--- src/rtl/traffic_pkg.sv ---
// Shared phase encodings, lamp indices and the wrap-around request search
// used by the traffic light controller.
package traffic_pkg;

    // Phase encodings, as seen on phase_o
    localparam logic [2:0] PH_ALL_RED = 3'd0;
    localparam logic [2:0] PH_GREEN   = 3'd1;
    localparam logic [2:0] PH_YELLOW  = 3'd2;
    localparam logic [2:0] PH_FLASH   = 3'd3;

    // Bit positions inside a per-approach {green, yellow, red} lamp vector
    localparam int LAMP_RED    = 0;
    localparam int LAMP_YELLOW = 1;
    localparam int LAMP_GREEN  = 2;

    // Widest supported junction; the search works on this fixed width
    localparam int MAX_DIR = 8;

    typedef struct packed {
        logic       found;
        logic [2:0] idx;
    } sel_t;

    // First set bit of pend, starting just after cur_dir and wrapping, so
    // cur_dir itself is considered last. Only the low num_dir bits matter.
    function automatic sel_t first_set_wrap(input logic [MAX_DIR-1:0] pend,
                                            input logic [2:0]         cur_dir,
                                            input int unsigned        num_dir);
        sel_t        r;
        int unsigned cand;
        r = '0;
        for (int unsigned k = 1; k <= MAX_DIR; k++) begin
            cand = ({29'd0, cur_dir} + k) % num_dir;
            if (k <= num_dir && !r.found && pend[cand[2:0]]) begin
                r.found = 1'b1;
                r.idx   = cand[2:0];
            end
        end
        return r;
    endfunction

endpackage

--- src/rtl/traffic_light_ctrl_rr_next_sel.sv ---
// Combinational choice of the next approach to serve: strict rotation, or
// the next approach holding a pending request when skipping is enabled.
module rr_next_sel
    import traffic_pkg::*;
#(
    parameter int NUM_DIR    = 4,
    parameter int SKIP_EMPTY = 0,
    parameter int DIR_W      = $clog2(NUM_DIR)
) (
    input  logic [NUM_DIR-1:0] pend_i,
    input  logic [DIR_W-1:0]   dir_i,
    output logic [DIR_W-1:0]   next_dir_o,
    output logic               found_o
);

    logic [MAX_DIR-1:0] pend_wide;
    logic [2:0]         dir_wide;
    sel_t               sel;

    // Widen inputs to the package search width and pick the next approach
    always_comb begin
        pend_wide                = '0;
        pend_wide[NUM_DIR-1:0]   = pend_i;
        dir_wide                 = '0;
        dir_wide[DIR_W-1:0]      = dir_i;
        sel                      = '0;
        if (SKIP_EMPTY != 0) begin
            sel = first_set_wrap(pend_wide, dir_wide, NUM_DIR);
        end else begin
            sel.found = 1'b1;
            sel.idx   = (dir_wide == 3'(NUM_DIR - 1)) ? 3'd0 : dir_wide + 3'd1;
        end
    end

    assign next_dir_o = DIR_W'(sel.idx);
    assign found_o    = sel.found;

endmodule

--- src/rtl/traffic_light_ctrl.sv ---
// Round-robin traffic light controller: green -> yellow -> all-red per
// approach, optional skipping of idle approaches, flashing yellow when
// disabled. All lamp outputs are registered.
module traffic_light_ctrl
    import traffic_pkg::*;
#(
    parameter int NUM_DIR    = 4,
    parameter int GREEN_CYC  = 10,
    parameter int YELLOW_CYC = 2,
    parameter int ALLRED_CYC = 1,
    parameter int FLASH_CYC  = 4,
    parameter int CNT_W      = 8,
    parameter int SKIP_EMPTY = 0
) (
    input  logic                       clk,
    input  logic                       res,
    input  logic                       en,
    input  logic [NUM_DIR-1:0]         req_i,
    output logic [NUM_DIR-1:0]         red_o,
    output logic [NUM_DIR-1:0]         yellow_o,
    output logic [NUM_DIR-1:0]         green_o,
    output logic [$clog2(NUM_DIR)-1:0] dir_o,
    output logic [2:0]                 phase_o,
    output logic [NUM_DIR-1:0]         pend_o
);

    localparam int DIR_W = $clog2(NUM_DIR);

    localparam logic [CNT_W-1:0] T_GREEN  = CNT_W'(GREEN_CYC - 1);
    localparam logic [CNT_W-1:0] T_YELLOW = CNT_W'(YELLOW_CYC - 1);
    localparam logic [CNT_W-1:0] T_ALLRED = CNT_W'(ALLRED_CYC - 1);
    localparam logic [CNT_W-1:0] T_FLASH  = CNT_W'(FLASH_CYC - 1);
    localparam logic [CNT_W-1:0] T_ONE    = CNT_W'(1);

    logic [2:0]         state_q,  state_d;
    logic [DIR_W-1:0]   dir_q,    dir_d;
    logic [CNT_W-1:0]   timer_q,  timer_d;
    logic [NUM_DIR-1:0] pend_q,   pend_d;
    logic               flash_q,  flash_d;
    logic [NUM_DIR-1:0] red_q,    red_d;
    logic [NUM_DIR-1:0] yellow_q, yellow_d;
    logic [NUM_DIR-1:0] green_q,  green_d;
    logic [NUM_DIR-1:0] pend_clr;
    logic [DIR_W-1:0]   sel_dir;
    logic               sel_found;
    logic [2:0]         lamp_d [NUM_DIR];

    rr_next_sel #(
        .NUM_DIR    (NUM_DIR),
        .SKIP_EMPTY (SKIP_EMPTY),
        .DIR_W      (DIR_W)
    ) u_sel (
        .pend_i     (pend_q),
        .dir_i      (dir_q),
        .next_dir_o (sel_dir),
        .found_o    (sel_found)
    );

    // State, timer, direction, request latch and lamp registers
    always_ff @(posedge clk) begin
        if (res) begin
            state_q  <= PH_ALL_RED;
            dir_q    <= DIR_W'(NUM_DIR - 1);
            timer_q  <= T_ALLRED;
            pend_q   <= '0;
            flash_q  <= 1'b1;
            red_q    <= '1;
            yellow_q <= '0;
            green_q  <= '0;
        end else begin
            state_q  <= state_d;
            dir_q    <= dir_d;
            timer_q  <= timer_d;
            pend_q   <= pend_d;
            flash_q  <= flash_d;
            red_q    <= red_d;
            yellow_q <= yellow_d;
            green_q  <= green_d;
        end
    end

    // Next-state and phase timer: flash overrides, otherwise walk the phases
    always_comb begin
        state_d  = state_q;
        dir_d    = dir_q;
        timer_d  = timer_q;
        flash_d  = flash_q;
        pend_clr = '0;
        if (!en) begin
            state_d = PH_FLASH;
            if (state_q != PH_FLASH) begin
                timer_d = T_FLASH;
                flash_d = 1'b1;
            end else if (timer_q == '0) begin
                timer_d = T_FLASH;
                flash_d = ~flash_q;
            end else begin
                timer_d = timer_q - T_ONE;
            end
        end else begin
            case (state_q)
                PH_FLASH: begin
                    state_d = PH_ALL_RED;
                    timer_d = T_ALLRED;
                end
                PH_GREEN: begin
                    if (timer_q == '0) begin
                        state_d = PH_YELLOW;
                        timer_d = T_YELLOW;
                    end else begin
                        timer_d = timer_q - T_ONE;
                    end
                end
                PH_YELLOW: begin
                    if (timer_q == '0) begin
                        state_d = PH_ALL_RED;
                        timer_d = T_ALLRED;
                    end else begin
                        timer_d = timer_q - T_ONE;
                    end
                end
                PH_ALL_RED: begin
                    if (timer_q != '0) begin
                        timer_d = timer_q - T_ONE;
                    end else if (sel_found) begin
                        state_d           = PH_GREEN;
                        dir_d             = sel_dir;
                        timer_d           = T_GREEN;
                        pend_clr[sel_dir] = 1'b1;
                    end
                    // no pending request: rest here with the timer at zero
                end
                default: begin
                    state_d = PH_ALL_RED;
                    timer_d = T_ALLRED;
                end
            endcase
        end
    end

    // A request arriving on the green-entry edge survives the clear
    assign pend_d = (pend_q & ~pend_clr) | req_i;

    // Lamp pattern for the state being entered, one {g,y,r} triple per approach
    always_comb begin
        for (int i = 0; i < NUM_DIR; i++) begin
            lamp_d[i] = '0;
            case (state_d)
                PH_FLASH:  lamp_d[i][LAMP_YELLOW] = flash_d;
                PH_GREEN:  begin
                    if (DIR_W'(i) == dir_d) lamp_d[i][LAMP_GREEN] = 1'b1;
                    else                    lamp_d[i][LAMP_RED]   = 1'b1;
                end
                PH_YELLOW: begin
                    if (DIR_W'(i) == dir_d) lamp_d[i][LAMP_YELLOW] = 1'b1;
                    else                    lamp_d[i][LAMP_RED]    = 1'b1;
                end
                default:   lamp_d[i][LAMP_RED] = 1'b1;
            endcase
        end
    end

    for (genvar gi = 0; gi < NUM_DIR; gi++) begin : g_lamp
        assign red_d[gi]    = lamp_d[gi][LAMP_RED];
        assign yellow_d[gi] = lamp_d[gi][LAMP_YELLOW];
        assign green_d[gi]  = lamp_d[gi][LAMP_GREEN];
    end

    assign red_o    = red_q;
    assign yellow_o = yellow_q;
    assign green_o  = green_q;
    assign dir_o    = dir_q;
    assign phase_o  = state_q;
    assign pend_o   = pend_q;

endmodule

--- config.mk ---
export PLATFORM = sky130hd
export DESIGN_NAME = traffic_light_ctrl
export DESIGN_NICKNAME = d
export VERILOG_FILES = /design/src/rtl/traffic_pkg.sv /design/src/rtl/traffic_light_ctrl_rr_next_sel.sv /design/src/rtl/traffic_light_ctrl.sv
export SDC_FILE = /design/constraint.sdc
export NUM_CORES = 1
export LEC_CHECK = 0
export ABC_AREA = 0
export ABC_CLOCK_PERIOD_IN_PS = 1700
export CAP_MARGIN = 20
export CORE_UTILIZATION = 30
export DETAILED_ROUTE_END_ITERATION = 10
export PLACE_DENSITY_LB_ADDON = 0.12
export SLEW_MARGIN = 20
export SYNTH_ARGS = -nofsm -noshare
export SYNTH_HDL_FRONTEND = slang
export SYNTH_HIERARCHICAL = 1
export SYNTH_SLANG_ARGS = --single-unit
--- constraint.sdc ---
create_clock -name clk -period 1.7 [get_ports clk]
set_clock_uncertainty 0.05 [all_clocks]
set_input_delay 0.34 -clock clk [delete_from_list [all_inputs] [get_ports clk]]
set_output_delay 0.34 -clock clk [all_outputs]
set_load 0.1 [all_outputs]
==> flow_summary.json <==
{
  "rows": 24,
  "cts.path.max_buffers": 2,
  "tritoncts": "done",
  "numPortBuffers": 27,
  "post-route-period-util_pct": 110,
  "grt_pass1_vias": 1460,
  "wl_met2_mm": 2.08,
  "rrSetupSlack_ns": -0.17,
  "routed_wl_mm": 4.21,
  "instances_no_fill": 281,
  "overflow": 0,
  "ir_drop_mv": 0.554,
  "max_cap_violations": 0,
  "insertedDiodeCount": 0,
  "synthCells": 163,
  "wl_per_cell_um": 15.0,
  "leakage_nw": 1.04,
  "fp.dieH_um": 71.2,
  "min_path_cells": 2,
  "r2r_end": "yellow_o[2]",
  "rsz0062_at_grt": "yes",
  "failed_checks": "design-rule violations, negative setup slack",
  "synth_area_leaders": "dfxtp_1 (42%), nor2_1 (5.5%), o21ai_0 (3.8%), xnor2_1 (3.7%), a21oi_1 (3.5%)",
  "netlist-cell-type-count": 51,
  "layout_min_cycle_time_ns": 1.87,
  "setup_viol": 14,
  "power_mw": 2.79,
  "slew_violations": 0,
  "synth.net_count": 172,
  "grt_pass1_wl_mm": 6.59,
  "async_reset_ff_share_pct": 0,
  "holdPathEnd": "pend_o[1]",
  "start_kind": "flop",
  "crit_type": "reg -> reg",
  "placed_cells": 266,
  "critical_path_peak_fanout": 4,
  "gr-usage-all-layers_pct": 16.8,
  "swShare_pct": 35.3,
  "antenna_found_initial": 0,
  "viasPerCell": 5.23,
  "clkPwrFrac_pct": 30.4,
  "drive_above_1_share_pct": 49.3,
  "drtPass1Iterations": 8,
  "power_frac_comb_pct": 40.4,
  "syn_avg_cell_area_um2": 8.81,
  "r2r_cells": 5,
  "hold_class": "reg -> reg",
  "synth_area_um2": 1440,
  "route.detailed.drc": 3,
  "final_nets": 237,
  "synth_top_area_share_pct": 41.8,
  "powerDensity_nw_per_um2": 1070,
  "synth-edff-count": 0,
  "grt_max_degree": 16,
  "cp_data_arrival_time_ns": 2.03,
  "ys_seq_area_share_pct": 41.8,
  "synth-seq-cells": 30,
  "fin_ws_ns": -0.167,
  "top_layer": "met4",
  "clkSinkCount": 30,
  "cts_root_buf": "clkbuf_8",
  "timing.rr.start": "timer_q[5]",
  "gp_congestion": 0.880,
  "dp_hpwl_mm": 2.79,
  "coreArea_um2": 4470,
  "cp-end-kind": "flop",
  "ant_nets": 0,
  "synth_warnings": 6,
  "p_seq_share_pct": 29.3,
  "start_util_pct": 32.1,
  "cp.required_ns": 1.86,
  "yosys.area.top_type": "dfxtp_1",
  "htreeDepth": 2,
  "fmax_mhz": 535,
  "p_switching_mw": 0.987,
  "status": "complete, but fails checks",
  "cts_buffers": 5,
  "num_vias": 1469,
  "clkSlewWorstSetupHoldPaths_ns": 0.08,
  "ys.flop_type": "dfxtp_1",
  "met3RoutedLength_um": 229,
  "dieWidth_um": 71.2,
  "fill_cells": 367,
  "area_growth_pct": 82.7,
  "hp-start": "pend_o[1]",
  "drt_iter0_markers": 61,
  "internal_power_mw": 1.81,
  "die-area_um2": 5070,
  "clock_latency_ns": 0.29,
  "hold_viol": 0,
  "num_io_pins": 28,
  "met1_length_mm": 1.80
}
## area by class of cell
type                            instances  area (um^2)  share of cell area (%)
Timing Repair Buffer                   64          788                    30.0
Multi-Input combinational cell        123          997                    38.0
Sequential cell                        30          621                    23.7
Clock buffer                            7          108                    4.10
Clock inverter                          1         30.0                    1.14
Inverter                                4         15.0                   0.572
Tap cell                               52         65.1                    2.48
## registers in the layout, summed over array words and instances, names as in the netlist
name / flops
timer_q: 8
dir_o: 2
red_o: 4
pend_o: 4
green_o: 4
phase_o: 3
yellow_o: 4
flash_q: 1
## kinds of logic after synthesis
family / Yosys count / synth area share, %
mux: 1 / 0.697
buf+inv: 10 / 3.22
other cells: 2 / 0.523
xor+xnor: 6 / 3.66
flops: 30 / 41.8
compound gates: 41 / 18.5
fa+ha+maj: 3 / 2.44
simple gates: 70 / 29.2
## cells in the final DEF (no fill, tap or decap), types with 5 or more instances in the layout
master,count
nor3_1,5
buf_6,8
xnor2_1,6
dfxtp_1,22
nand2_1,7
buf_12,21
clkbuf_8,6
clkdlybuf4s50_1,6
nor2_1,19
buf_4,29
a21oi_1,5
o21ai_1,10
## power by group through the flow
stage	clock (mW)	sequential, mW	combinational [mW]
finish	0.849	0.818	1.13
global route	0.894	0.823	1.18
CTS	0.864	0.818	1.01
detailed placement	0	0.832	0.960
global placement	0	0.828	0.953
floorplan	0	1.14	0.279
## Yosys cell counts (2+ instances only)
| master | n |
|---|---|
| xnor2_1 | 6 |
| buf_2 | 3 |
| conb_1 | 2 |
| nand2_1 | 11 |
| o22ai_1 | 3 |
| dfxtp_1 | 30 |
| ha_1 | 2 |
| nor2_1 | 21 |
| nand3_1 | 5 |
| or3_1 | 3 |
| a21oi_1 | 10 |
| o31ai_1 | 2 |
| nand4_1 | 2 |
| nand3b_1 | 3 |
| o21a_1 | 2 |
| nor3_1 | 8 |
| and2_1 | 2 |
| inv_1 | 4 |
| nor3b_1 | 2 |
| o21ai_0 | 11 |
## per-stage QoR
step	hold WS, ns	worst slack [ns]	instance area [um^2]	util, %	setup TNS [ns]
floorplan	0.391	-0.123	1470	-	-0.182
detailed placement	0.478	-0.239	2200	49.3	-3.35
global route	0.513	-0.241	2620	58.6	-3.24
finish	0.488	-0.167	2620	58.6	-1.13
CTS	0.489	-0.0982	2440	54.4	-0.881
global placement	0.461	-0.170	2200	49.3	-2.34
## worst max-delay path: stages, from the launching register on
cell      delay, ns
dfxtp_4        0.35
or4_4          0.55
or3_4          0.42
a21oi_4        0.17
o221ai_2       0.15
o21ai_1        0.11
## timing repair
| item | 4_1_cts | 5_1_grt |
|---|---|---|
| hold buffers | 0 | 0 |
| endpoints found under the setup margin | 24 | 27 |
| setup buffers | 2 | 5 |
| resized for setup | 26 | 35 |
| pin swaps | 12 | 23 |
## routing by layer
layer | track usage (%) | vias to the layer above
li1 | - | 721
met1 | 20.0 | 686
met2 | 27.6 | 51
met3 | 5.41 | 11
met4 | 7.33 | 0
met5 | 0 | -
## how the worst max path moves through the flow
stage / start / endpoint
final: timer_q[5] / yellow_o[2]
after global routing: timer_q[0] / timer_q[3]
after CTS: timer_q[0] / yellow_o[2]
after detailed placement: en / timer_q[7]
after global placement: en / red_o[3]
after floorplan: phase_o[1] / pend_o[0]
No activity file was read; power rests on OpenSTA's default activity.
